### config.mk
export PLATFORM = sky130hd
export DESIGN_NAME = trap_ctrl
export DESIGN_NICKNAME = d
export VERILOG_FILES = /design/src/rtl/trap_ctrl_pkg.sv /design/src/rtl/trap_ctrl_irq_prio_enc.sv /design/src/rtl/trap_ctrl.sv
export SDC_FILE = /design/constraint.sdc
export NUM_CORES = 1
export LEC_CHECK = 0
export BUFFER_PORTS_ARGS = -buffer_cell sky130_fd_sc_hd__buf_2
export CAP_MARGIN = 20
export CORE_MARGIN = 4
export CORE_UTILIZATION = 52
export DETAILED_ROUTE_END_ITERATION = 10
export PLACE_DENSITY = 0.75
export RECOVER_POWER = 50
export SYNTH_ARGS = -nofsm -noshare
export SYNTH_HDL_FRONTEND = slang
export SYNTH_SLANG_ARGS = --single-unit
### constraint.sdc
create_clock -name clk -period 2.9 [get_ports clk]
set_input_delay 0.145 -clock clk [delete_from_list [all_inputs] [get_ports clk]]
set_output_delay 0.145 -clock clk [all_outputs]
set_load 0.01 [all_outputs]
### src/rtl/trap_ctrl_pkg.sv
// -----------------------------------------------------------------------------
// trap_ctrl_pkg
//  Shared definitions for the machine-mode trap sequencer: CSR addresses,
//  FSM state and sequence-kind encodings, interrupt cause codes, mstatus/mie
//  bit positions and the mstatus update rules for trap entry and MRET.
// -----------------------------------------------------------------------------
package trap_ctrl_pkg;

   // CSR addresses (machine mode)
   localparam logic [11:0] CSR_MSTATUS = 12'h300;
   localparam logic [11:0] CSR_MIE     = 12'h304;
   localparam logic [11:0] CSR_MTVEC   = 12'h305;
   localparam logic [11:0] CSR_MEPC    = 12'h341;
   localparam logic [11:0] CSR_MCAUSE  = 12'h342;
   localparam logic [11:0] CSR_MTVAL   = 12'h343;

   // Interrupt cause codes (mcause[30:0] when mcause[31]=1)
   localparam logic [30:0] CAUSE_MSI = 31'd3;
   localparam logic [30:0] CAUSE_MTI = 31'd7;
   localparam logic [30:0] CAUSE_MEI = 31'd11;

   // mstatus bit positions
   localparam int MSTATUS_MIE    = 3;
   localparam int MSTATUS_MPIE   = 7;
   localparam int MSTATUS_MPP_LO = 11;
   localparam int MSTATUS_MPP_HI = 12;

   // mie enable bit positions
   localparam int MIE_MSIE = 3;
   localparam int MIE_MTIE = 7;
   localparam int MIE_MEIE = 11;

   localparam logic [1:0] MTVEC_MODE_VECTORED = 2'b01;
   localparam logic [1:0] PRV_M               = 2'b11;

   typedef enum logic [3:0] {
      TRAP_S_IDLE,
      TRAP_S_IRQ_CHK,
      TRAP_S_RD_MSTATUS,
      TRAP_S_RD_MTVEC,
      TRAP_S_RD_MEPC,
      TRAP_S_WR_MEPC,
      TRAP_S_WR_MCAUSE,
      TRAP_S_WR_MTVAL,
      TRAP_S_WR_MSTATUS,
      TRAP_S_REDIRECT
   } trap_state_t;

   typedef enum logic {
      TRAP_K_TRAP,
      TRAP_K_MRET
   } trap_kind_t;

   // Trap entry: save MIE into MPIE, disable interrupts, record M-mode in MPP.
   function automatic logic [31:0] mstatus_on_trap(input logic [31:0] ms);
      logic [31:0] r;
      r = ms;
      r[MSTATUS_MPIE]                  = ms[MSTATUS_MIE];
      r[MSTATUS_MIE]                   = 1'b0;
      r[MSTATUS_MPP_HI:MSTATUS_MPP_LO] = PRV_M;
      return r;
   endfunction

   // MRET: restore MIE from MPIE, set MPIE, MPP stays M-mode (M-only core).
   function automatic logic [31:0] mstatus_on_mret(input logic [31:0] ms);
      logic [31:0] r;
      r = ms;
      r[MSTATUS_MIE]                   = ms[MSTATUS_MPIE];
      r[MSTATUS_MPIE]                  = 1'b1;
      r[MSTATUS_MPP_HI:MSTATUS_MPP_LO] = PRV_M;
      return r;
   endfunction

endpackage

### src/rtl/trap_ctrl_irq_prio_enc.sv
// -----------------------------------------------------------------------------
// trap_ctrl_irq_prio_enc
//  Fixed-priority encoder for enabled, pending machine interrupts.
//  Priority: MEI > MSI > MTI.
// Ports
//  pend  in  3   {MEI, MSI, MTI} pending-and-enabled flags
//  valid out 1   at least one interrupt pending
//  code  out 31  cause code of the winning interrupt (0 when none)
// -----------------------------------------------------------------------------
module trap_ctrl_irq_prio_enc
   import trap_ctrl_pkg::*;
(
   input  logic [2:0]  pend,
   output logic        valid,
   output logic [30:0] code
);

   always_comb begin
      valid = |pend;
      code  = '0;
      if (pend[2])      code = CAUSE_MEI;
      else if (pend[1]) code = CAUSE_MSI;
      else if (pend[0]) code = CAUSE_MTI;
   end

endmodule

### src/rtl/trap_ctrl.sv
// -----------------------------------------------------------------------------
// trap_ctrl
//  Machine-mode trap sequencer. On an exception, an enabled interrupt or MRET
//  it stalls the pipeline, reads/updates mepc/mcause/mtval/mstatus one CSR
//  access per cycle, then issues a one-cycle PC redirect.
// Ports
//  clk, rst                      clock, synchronous active-high reset
//  exc_valid/exc_cause/exc_pc/exc_tval   synchronous exception report
//  mret_valid                    MRET executing in EX
//  int_pc                        PC saved to mepc on interrupt
//  irq_ext/irq_sw/irq_timer      level interrupt requests
//  csr_raddr/csr_rdata           private combinational CSR read port
//  csr_we/csr_waddr/csr_wdata    CSR write port
//  stall                         freeze IF/ID/EX while sequencing
//  flush                         one-cycle kill of IF/ID/EX on accept
//  redirect_valid/redirect_pc    one-cycle PC load
// -----------------------------------------------------------------------------
module trap_ctrl
   import trap_ctrl_pkg::*;
#(
   parameter logic [31:0] RESET_VEC = 32'h0000_0000
) (
   input  logic        clk,
   input  logic        rst,
   input  logic        exc_valid,
   input  logic [30:0] exc_cause,
   input  logic [31:0] exc_pc,
   input  logic [31:0] exc_tval,
   input  logic        mret_valid,
   input  logic [31:0] int_pc,
   input  logic        irq_ext,
   input  logic        irq_sw,
   input  logic        irq_timer,
   output logic [11:0] csr_raddr,
   input  logic [31:0] csr_rdata,
   output logic        csr_we,
   output logic [11:0] csr_waddr,
   output logic [31:0] csr_wdata,
   output logic        stall,
   output logic        flush,
   output logic        redirect_valid,
   output logic [31:0] redirect_pc
);

   trap_state_t state_q, state_d;
   trap_kind_t  kind_q, kind_d;
   logic [31:0] cause_q, cause_d;
   logic [31:0] epc_q, epc_d;
   logic [31:0] tval_q, tval_d;
   logic [31:0] mstatus_q, mstatus_d;
   logic [31:0] mtvec_q, mtvec_d;
   logic [31:0] target_q, target_d;

   // Interrupt selection; only meaningful in IRQ_CHK, where csr_rdata is mie.
   logic [2:0]  irq_pend;
   logic        irq_valid;
   logic [30:0] irq_code;

   assign irq_pend = {irq_ext   & csr_rdata[MIE_MEIE],
                      irq_sw    & csr_rdata[MIE_MSIE],
                      irq_timer & csr_rdata[MIE_MTIE]};

   trap_ctrl_irq_prio_enc u_prio (
      .pend  (irq_pend),
      .valid (irq_valid),
      .code  (irq_code)
   );

   // Trap target from the latched mtvec. An all-zero mtvec means software
   // never programmed it, so fall back to the reset vector.
   logic [31:0] mtvec_base;
   logic [31:0] trap_pc;

   always_comb begin
      mtvec_base = {mtvec_q[31:2], 2'b00};
      if (mtvec_q == '0)
         trap_pc = RESET_VEC;
      else if (mtvec_q[1:0] == MTVEC_MODE_VECTORED && cause_q[31])
         trap_pc = mtvec_base + {cause_q[29:0], 2'b00};
      else
         trap_pc = mtvec_base;
   end

   // NOTE: sequential state uses non-blocking assignments so every register
   // samples its next value from the same pre-edge snapshot.
   always_ff @(posedge clk) begin
      if (rst) begin
         state_q   <= TRAP_S_IDLE;
         kind_q    <= TRAP_K_TRAP;
         cause_q   <= '0;
         epc_q     <= '0;
         tval_q    <= '0;
         mstatus_q <= '0;
         mtvec_q   <= '0;
         target_q  <= '0;
      end else begin
         state_q   <= state_d;
         kind_q    <= kind_d;
         cause_q   <= cause_d;
         epc_q     <= epc_d;
         tval_q    <= tval_d;
         mstatus_q <= mstatus_d;
         mtvec_q   <= mtvec_d;
         target_q  <= target_d;
      end
   end

   always_comb begin
      // NOTE: every output and next-state value gets a default first, so no
      // path through the case below can leave one unassigned (no latches).
      state_d        = state_q;
      kind_d         = kind_q;
      cause_d        = cause_q;
      epc_d          = epc_q;
      tval_d         = tval_q;
      mstatus_d      = mstatus_q;
      mtvec_d        = mtvec_q;
      target_d       = target_q;
      csr_raddr      = CSR_MSTATUS;
      csr_we         = 1'b0;
      csr_waddr      = '0;
      csr_wdata      = '0;
      stall          = (state_q != TRAP_S_IDLE);
      flush          = 1'b0;
      redirect_valid = 1'b0;
      redirect_pc    = '0;

      case (state_q)
         TRAP_S_IDLE: begin
            if (exc_valid) begin
               kind_d  = TRAP_K_TRAP;
               cause_d = {1'b0, exc_cause};
               epc_d   = exc_pc;
               tval_d  = exc_tval;
               flush   = 1'b1;
               state_d = TRAP_S_RD_MSTATUS;
            end else if (mret_valid) begin
               kind_d  = TRAP_K_MRET;
               flush   = 1'b1;
               state_d = TRAP_S_RD_MSTATUS;
            end else if (csr_rdata[MSTATUS_MIE] && (irq_ext || irq_sw || irq_timer)) begin
               state_d = TRAP_S_IRQ_CHK;
            end
         end

         TRAP_S_IRQ_CHK: begin
            csr_raddr = CSR_MIE;
            if (exc_valid) begin
               kind_d  = TRAP_K_TRAP;
               cause_d = {1'b0, exc_cause};
               epc_d   = exc_pc;
               tval_d  = exc_tval;
               flush   = 1'b1;
               state_d = TRAP_S_RD_MSTATUS;
            end else if (irq_valid) begin
               kind_d  = TRAP_K_TRAP;
               cause_d = {1'b1, irq_code};
               epc_d   = int_pc;
               tval_d  = '0;
               flush   = 1'b1;
               state_d = TRAP_S_RD_MSTATUS;
            end else begin
               // Request dropped or not enabled in mie: nothing to take.
               state_d = TRAP_S_IDLE;
            end
         end

         TRAP_S_RD_MSTATUS: begin
            mstatus_d = csr_rdata;
            state_d   = (kind_q == TRAP_K_MRET) ? TRAP_S_RD_MEPC : TRAP_S_RD_MTVEC;
         end

         TRAP_S_RD_MTVEC: begin
            csr_raddr = CSR_MTVEC;
            mtvec_d   = csr_rdata;
            state_d   = TRAP_S_WR_MEPC;
         end

         TRAP_S_RD_MEPC: begin
            csr_raddr = CSR_MEPC;
            target_d  = csr_rdata & ~32'd3;
            state_d   = TRAP_S_WR_MSTATUS;
         end

         // Writes are suppressed in a reset cycle so a reset landing mid
         // sequence commits nothing further to the CSR file.
         TRAP_S_WR_MEPC: begin
            csr_we    = ~rst;
            csr_waddr = CSR_MEPC;
            csr_wdata = {epc_q[31:2], 2'b00};
            state_d   = TRAP_S_WR_MCAUSE;
         end

         TRAP_S_WR_MCAUSE: begin
            csr_we    = ~rst;
            csr_waddr = CSR_MCAUSE;
            csr_wdata = cause_q;
            state_d   = TRAP_S_WR_MTVAL;
         end

         TRAP_S_WR_MTVAL: begin
            csr_we    = ~rst;
            csr_waddr = CSR_MTVAL;
            csr_wdata = tval_q;
            state_d   = TRAP_S_WR_MSTATUS;
         end

         TRAP_S_WR_MSTATUS: begin
            csr_we    = ~rst;
            csr_waddr = CSR_MSTATUS;
            csr_wdata = (kind_q == TRAP_K_MRET) ? mstatus_on_mret(mstatus_q)
                                                : mstatus_on_trap(mstatus_q);
            state_d   = TRAP_S_REDIRECT;
         end

         TRAP_S_REDIRECT: begin
            redirect_valid = 1'b1;
            redirect_pc    = (kind_q == TRAP_K_MRET) ? target_q : trap_pc;
            state_d        = TRAP_S_IDLE;
         end

         default: state_d = TRAP_S_IDLE;
      endcase
   end

endmodule
Word level (Yosys, flattened, before mapping)
Index checks and enable logic that the tools add are counted.
W data, S select, Z words.
{ "classes": {"bitwise": 4, "eq_ne": 14, "n_reduce_logical": 13, "n_mux": 42, "addsub": 1} }
{ "ops": {"columns": ["cell", "count"], "rows": [
  ["$mux W32", 13],
  ["$pmux W32 S2", 3],
  ["$pmux W32 S4", 1],
  ["$mux W31", 2],
  ["$pmux W10 S4", 1],
  ["$add A32 B32 Y32", 1],
  ["$logic_not A32 Y1", 1],
  ["$pmux W4 S8", 1],
  ["$pmux W7 S3", 1],
  ["$eq A4 B3 Y1 const B", 4],
  ["$mux W4", 3],
  ["$mux W1", 10],
  ["$eq A4 B2 Y1 const B", 2],
  ["$eq A4 B4 Y1 const B", 2],
  ["$mux W8", 1],
  ["$mux W3", 2],
  ["$ne A3 B3 Y1 const B", 2],
  ["$reduce_and A3 Y1", 2],
  ["$eq A4 B1 Y1 const B", 1],
  ["$logic_not A4 Y1", 1],
  ["$mux W2", 2],
  ["$ne A4 B4 Y1 const B", 1],
  ["$pmux W1 S2", 2],
  ["$reduce_bool A4 Y1", 1],
  ["10 further kinds", 14]
]} }
{ "word_totals": {"wordCells": 82, "ff_bits": 195} }

Logic depth before layout (Yosys ltp)
Gate-level depths: netlist (run 1).
{ "logic_depth": {"depth_word": 7, "depth_mapped": 10} }

By module
A second synthesis (run 1) with hierarchy kept.
{ "hier_totals": {"hier_cells": 1421, "area_unflattened_um2": 10511.3} }
{ "by_module_without_submodules": {"columns": ["mod", "n_inst", "area_each_um2", "cells_each"], "rows": [
  ["trap_ctrl", 1, 10268.6, 1388],
  ["trap_ctrl_irq_prio_enc", 1, 242.7, 33]
]} }

Worst setup path before layout (run 1)
OpenSTA, ideal clock, no wires.
{ "synth_path": {"path_kind": "register to output", "startpoint": "register cause_q[0]", "endpoint": "output port redirect_pc[26]", "path_slack_ns": 0.332, "stages_incl_launch_ff": 11, "path_buffers": 0, "t_arrival_ns": 2.423, "required_time_ns": 2.755, "cell_sequence": "dfxtp_1 ha_1 fa_1 a211oi_1 o21ai_1 o311ai_2 nor4_1 o21ai_1 nand2_1 xnor2_1 a211oi_1"} }
{ "synth_via": {"elab_chain_len": 5} }
{ "synth_rtl": {"columns": ["element", "line", "source"], "rows": [
  ["start, declared", "trap_ctrl.sv:47", "logic [31:0] cause_q, cause_d;"],
  ["start signal, assigned", "trap_ctrl.sv:99", "cause_q <= cause_d;"],
  ["$add A32 B32 Y32", "trap_ctrl.sv:79", "trap_pc = mtvec_base + {cause_q[29:0], 2'b00};"],
  ["$mux W32", "trap_ctrl.sv:78", "else if (mtvec_q[1:0] == MTVEC_MODE_VECTORED && cause_q[31])"],
  ["$mux W32", "trap_ctrl.sv:76", "if (mtvec_q == '0)"],
  ["$mux W32", "trap_ctrl.sv:218", "redirect_pc = (kind_q == TRAP_K_MRET) ? target_q : trap_pc;"],
  ["$mux W32", "trap_ctrl.sv:128", "case (state_q)"],
  ["end, declared", "trap_ctrl.sv:42", "output logic [31:0] redirect_pc"]
]} }
No other way between the ends.

Final worst setup path (run 1)
{ "layout_path": {"startpoint": "register mtvec_q[2]", "endpoint": "output port redirect_pc[26]"} }
{ "layout_via": {"elab_chain_len": 5, "elab_cells_between_ends": 6} }
{ "layout_rtl": {"columns": ["element", "line", "source"], "rows": [
  ["start, declared", "trap_ctrl.sv:51", "logic [31:0] mtvec_q, mtvec_d;"],
  ["start signal, assigned", "trap_ctrl.sv:103", "mtvec_q <= mtvec_d;"],
  ["$add A32 B32 Y32", "trap_ctrl.sv:79", null],
  ["$mux W32", "trap_ctrl.sv:78", null],
  ["$mux W32 (*)", "trap_ctrl.sv:76", null],
  ["$mux W32 (*)", "trap_ctrl.sv:218", null],
  ["$mux W32 (*)", "trap_ctrl.sv:128", null]
]} }
Mark *: on every way between the ends. The rest lies on a longest branch, timed or not.

==> impl_metrics.ini, run 1 <==
[yosys]
synth_most_common_cell = nand2_1
yosysTopAreaCell = dfxtp_1
synth-edff-count = 0
netlist.area_leader.share_pct = 36.6
postSynthCellCount = 1361
synthFlopType = dfxtp_1
yosys_warnings = 0
netlist_area_um2 = 10400
netlist_top_cells_count = nand2_1, dfxtp_1, nor2_1, a21oi_1, clkbuf_1
synthArstFlopShare_pct = 0
ys_seq_elements = 191
yosys-top-cells-area = dfxtp_1, nand2_1, a21oi_1
postSynthAreaPerCell_um2 = 7.67
yosysUniqueCellTypes = 75
ys_seq_area_share_pct = 36.6

[drt]
drt_iter0_drc = 1296
drtAntennaViolNets = 0
wl_per_cell_um = 20.6
vias_per_cell = 6.04
drc = 0
totalWireLength_um = 40500
num_vias = 11865
drt_first_pass_iters = 9

[timing]
timing.slew.headroom_pct = 4.66
fin_crit_sh_pct = 107
finalMaxSlewViolations = 0
hold_viol = 0
setup-violations-final = 35
timing.hold.ws_ns = 0.00129
finalClockSkew_ns = 0.00747
rsz0062_at_grt = true
fmax_mhz = 321
period_needed_ns = 3.11
worst_pin_slew_ns = 1.43
setup_ws_ns = -0.211

[worst_setup_path]
critPathLaunch = mtvec_q[2]
cp.required_ns = 2.76
critPathCapture = redirect_pc[26]
ff2ff_path_depth = 7
rr_startpoint = state_q[0]
start_kind = flip-flop
arrival_ns = 2.97
critPathKind = flip-flop to output port
regToRegSetupSlack_ns = -0.15
reg2reg_to = epc_q[29]
worstPathMaxFanout = 4
crit_path_end_kind = output port

[global_route]
grt_pass1_vias = 11338
grt_util_all_layers_pct = 35.1
antenna_found_initial = 2
grt_max_degree = 98
grt_overflow = 0
grt_pass1_wl_um = 61900

[power_and_ir_drop]
leakage_uw = 0.00572
p_total_uw = 10100
irDropWorstVdd_mv = 0.487
p_per_area_nw_per_um2 = 714

[clock_network]
cts_sinks = 191
cts_max_level = 4
cts_tree = built
cts.clk_slew.worst_paths_ns = 0.08
clockBufferDepth = 2
clock_latency_ns = 0.44
cts_buffers = 17
cts_root_buf = clkbuf_16

[place]
numPlacedInstances = 1788
io_buffers = 235
place_congestion = 0.955
dp_hpwl_um = 27200

[floorplan]
die-area_um2 = 22400
design.core.area_um2 = 19600
die_h_um = 150
io_pins = 258
die_w_um = 150
start_util_pct = 53.3
rows = 51

[run_status]
violations = negative setup slack
status = finished, violations left

[worst_hold_path]
hp-class = input pin to flip-flop
hp-start = csr_rdata[29]

[layout]
synthToLayoutAreaGrowth_pct = 35.6
finalNonFillerCells = 1965
layout.nets = 1881
drive_gt1_share_pct = 25.1
fin_util_pct = 72.2

[run]
maxCapViolations = 0
## layer usage
metal / up-vias / wire [µm] / global-route usage, %
met5: - / 0 / 0
met3: 126 / 3260 / 7.21
li1: 5474 / - / -
met1: 5596 / 15900 / 44.0
met4: 0 / 1910 / 16.1
met2: 669 / 19300 / 58.3
## power by group
part / total, µW / leakage (µW) / internal (µW) / switching (µW)
logic: 4020 / 0.00386 / 1570 / 2450
clock network: 2430 / 0.000287 / 1300 / 1130
registers: 3660 / 0.00157 / 3140 / 512
## state kept, by name (all words and copies together), names as in the netlist
name	flops
mstatus_q	30
epc_q	30
cause_q	32
kind_q	1
mtvec_q	32
tval_q	32
state_q	4
target_q	30
## cells in the final DEF (no fill, tap or decap), types with 18 or more instances in the layout
master / netlist / routed
nor2_1: 142 / 137
dlygate4sd3_1: 0 / 132
a21oi_1: 128 / 120
mux2_2: 30 / 30
buf_2: 3 / 229
conb_1: 2 / 18
buf_4: 21 / 44
a32oi_1: 59 / 59
nand2_1: 322 / 319
a22oi_1: 50 / 50
o21ai_0: 51 / 45
dfxtp_1: 191 / 175
a311oi_1: 33 / 33
## worst max-delay path, cell delays in order (launching register included)
cell and delay (ns):
dfxtp_2 0.34, ha_4 0.16, fa_2 0.37, a211oi_2 0.22
o21ai_2 0.11, o311ai_4 0.37, nor4_2 0.08, o21ai_1 0.20
nand2_1 0.09, xnor2_1 0.15, a211oi_1 0.26, buf_2 0.17
## worst min path at each step
stage / cells after the start / to / slack [ns]
after floorplan: 2 / mstatus_q[3] / 0.28
after global placement: 3 / target_q[12] / 0.40
after detailed placement: 3 / mtvec_q[12] / 0.41
after CTS: 3 / cause_q[3] / 0.0003
after global routing: 3 / target_q[29] / 0.007
final: 3 / target_q[29] / 0.001
## metrics by stage
step	cell area (µm²)	TNS [ns]	worst slack (ns)
6_report	14100	-2.81	-0.211
5_1_grt	14100	-12.52	-0.341
4_1_cts	14000	-1.56	-0.193
3_5_place_dp	11800	0	0.0430
3_3_place_gp	11800	0	0.0988
2_1_floorplan	10500	0	0.332
## area by class of cell
type | instances | area (µm²)
multi-input cells | 1045 | 6410
fillers | 1517 | 5440
flip-flops and latches | 191 | 3850
repair buffers | 420 | 2930
clock buffers | 19 | 433
well taps | 265 | 332
clock inverters | 13 | 153
inverters | 10 | 41.3
diodes | 2 | 5.00
## cells by family (layout without fill, tap and decap cells)
group / count (synthesis) / after routing / share of synthesized area, %
and+or+nand+nor: 536 / 536 / 21.1
muxes: 34 / 34 / 3.62
DFF: 191 / 191 / 36.6
other: 2 / 20 / 0.0720
adders and majority gates: 30 / 30 / 3.67
AOI/OAI and AO/OA: 399 / 399 / 26.2
xor gates and xnor gates: 28 / 28 / 2.35
buffers and inverters: 141 / 462 / 6.34
## timing repair
| item | CTS | global route |
|---|---|---|
| pin swaps | 33 | 19 |
| setup buffers | 8 | 4 |
| endpoints found under the setup margin | 20 | 39 |
| resized for setup | 50 | 38 |
| hold buffers | 132 | 0 |
| endpoints found under the hold margin | 138 | 0 |
(Power assumes the default switching activity.)
==> run 2, diff against run 1 <==
--- a/config.mk
+++ b/config.mk
@@ -7,11 +7,13 @@
 export LEC_CHECK = 0
 export BUFFER_PORTS_ARGS = -buffer_cell sky130_fd_sc_hd__buf_2
 export CAP_MARGIN = 20
+export CORE_ASPECT_RATIO = 1.5
 export CORE_MARGIN = 4
-export CORE_UTILIZATION = 52
+export CORE_UTILIZATION = 45
 export DETAILED_ROUTE_END_ITERATION = 10
-export PLACE_DENSITY = 0.75
+export PLACE_DENSITY = 0.66
 export RECOVER_POWER = 50
+export REMOVE_ABC_BUFFERS = 1
 export SYNTH_ARGS = -nofsm -noshare
 export SYNTH_HDL_FRONTEND = slang
 export SYNTH_SLANG_ARGS = --single-unit
==> impl_metrics.ini, run 2 (synthesized netlist as in run 1, its figures left out) <==
[timing]
period_needed_ns = 3.09
timing.slew.headroom_pct = -3.17
finalClockSkew_ns = 0.00762
hold_viol = 0
fmax_mhz = 323
fin_crit_sh_pct = 107
rsz0062_at_grt = true
setup-violations-final = 55
finalMaxSlewViolations = 20
finalSetupTns_ns = -2.49
worst_pin_slew_ns = 1.54
setup_ws_ns = -0.193

[worst_setup_path]
crit_slowest_cell = dfxtp_4
crit_path_end_kind = output port
worstPathMaxFanout = 2
start_kind = flip-flop
regToRegSetupSlack_ns = 0.11
critPathCapture = redirect_pc[29]
reg2reg_to = tval_q[19]
arrival_ns = 2.95
cp_cell_sequence = ha_4 -> a21o_1 -> or3_4 -> o21a_1 -> o211ai_1 -> buf_4 -> a21oi_2 -> mux2i_1 -> nor2_1 -> a221o_1 -> buf_2
critPathKind = flip-flop to output port
rr_startpoint = state_q[0]
critPathLaunch = cause_q[8]
cp.required_ns = 2.76
cpPeakStageDelay_ns = 0.36
ff2ff_path_depth = 6

[global_route]
grt_util_all_layers_pct = 30.3
grt_pass1_wl_um = 62500
grt_pass1_vias = 11729
antenna_found_initial = 2
grt_overflow = 0
grt_max_degree = 69

[layout]
final_common_cell = nand2_1
stdcell_area_um2 = 14700
drive_gt1_share_pct = 26.6
top_regs = cause_q (32), mtvec_q (32), tval_q (32)
synthToLayoutAreaGrowth_pct = 40.5
final_cell_mix = nand2_1, buf_2, dfxtp_1
layout.nets = 1924
fin_util_pct = 63.8

[clock_network]
cts_root_buf = clkbuf_16
clockBufferDepth = 2
cts.clk_slew.worst_paths_ns = 0.07
cts_max_level = 4
clock_latency_ns = 0.45
cts_sinks = 191
cts_buffers = 17
cts_tree = built

[place]
place_area_um2 = 11900
place_congestion = 0.939
io_buffers = 235
dp_hpwl_um = 27100

[drt]
drtAntennaViolNets = 0
drt_iter0_drc = 994
drt_first_pass_iters = 5
num_vias = 11847
vias_per_cell = 5.86
drc = 0
totalWireLength_um = 40400
wl_per_cell_um = 20.0

[power_and_ir_drop]
irDropWorstVdd_mv = 0.473
p_per_area_nw_per_um2 = 699
leakage_uw = 0.00597

[run_status]
violations = max-capacitance violations, max-slew violations, negative setup slack
status = finished, violations left

[floorplan]
design.core.area_um2 = 23000
start_util_pct = 45.4
die_w_um = 132
rows = 68
io_pins = 258
die_h_um = 195
die-area_um2 = 25700

[run]
maxCapViolations = 1

[worst_hold_path]
hp-class = input pin to flip-flop
==> run 2: cell count changes in the layout (fill, tap and decap cells not counted), moves of 3 or more <==
cell / before / now
a31oi_1: 5 / 2
buf_4: 44 / 58
buf_6: 4 / 8
clkbuf_1: 10 / 6
clkbuf_2: 0 / 3
dfxtp_4: 1 / 5
dlygate4sd3_1: 132 / 155
ha_1: 16 / 12
ha_2: 1 / 4
inv_6: 5 / 2
==> run 2: worst max-delay path: cells and delay by family, from the launching register on <==
kind            cells  cell delay [ns]
compound gates      5             0.99
simple gates        2             0.43
flops               1             0.36
fa+ha+maj           1             0.24
mux                 1             0.16
buf+inv             2             0.33
==> run 2: how the worst min path moves through the flow <==
stage | slack, ns | startpoint | endpoint | cells past startpoint
floorplan | 0.21 | rst | cause_q[31] | 1
global placement | 0.40 | csr_rdata[12] | target_q[12] | 3
detailed placement | 0.41 | csr_rdata[12] | mtvec_q[12] | 3
CTS | 0.01 | irq_timer | cause_q[2] | 3
global route | 0.04 | irq_timer | cause_q[2] | 3
finish | 0.03 | irq_timer | cause_q[2] | 3
==> run 2: repair_timing <==
action / CTS / global route
pin swaps: 33 / 31
hold endpoints to repair: 178 / 0
gates resized for setup: 62 / 47
setup buffers: 8 / 9
hold buffers: 155 / 0
endpoints found under the setup margin: 19 / 32
==> run 2: cell type report <==
type | instances | area (µm²)
clock buffers | 17 | 425
clock inverters | 15 | 154
fillers | 1976 | 8310
multi-input cells | 1045 | 6480
well taps | 280 | 350
diodes | 2 | 5.00
flip-flops and latches | 191 | 3860
repair buffers | 463 | 3350
inverters | 10 | 37.5
==> run 2: metrics by stage <==
| stage | hold WS (ns) | setup WS, ns | instances | total power [µW] |
|---|---|---|---|---|
| after floorplan | 0.214 | -4.58 | 1246 | 5680 |
| after global placement | 0.401 | 0.120 | 1817 | 7280 |
| after detailed placement | 0.407 | 0.100 | 1817 | 7340 |
| after CTS | 0.0124 | -0.183 | 2012 | 10100 |
| after global routing | 0.0364 | -0.303 | 2023 | 10800 |
| final | 0.0291 | -0.193 | 2023 | 10300 |
==> run 2: where the power goes <==
| group | total (µW) | leakage [µW] | switching, µW | internal, µW |
|---|---|---|---|---|
| combinational | 4310 | 0.00413 | 2590 | 1720 |
| clock | 2350 | 0.000274 | 1140 | 1210 |
| sequential | 3590 | 0.00157 | 442 | 3150 |
| total | 10300 | 0.00597 | 4170 | 6080 |
==> run 2: per-layer routing <==
| metal | global-route usage, % | share of wire (%) | vias up |
|---|---|---|---|
| met5 | 0 | 0 | - |
| met4 | 14.1 | 4.3 | 0 |
| met3 | 4.56 | 6.3 | 128 |
| met2 | 51.4 | 49 | 567 |
| met1 | 37.8 | 40 | 5594 |
| li1 | - | - | 5558 |
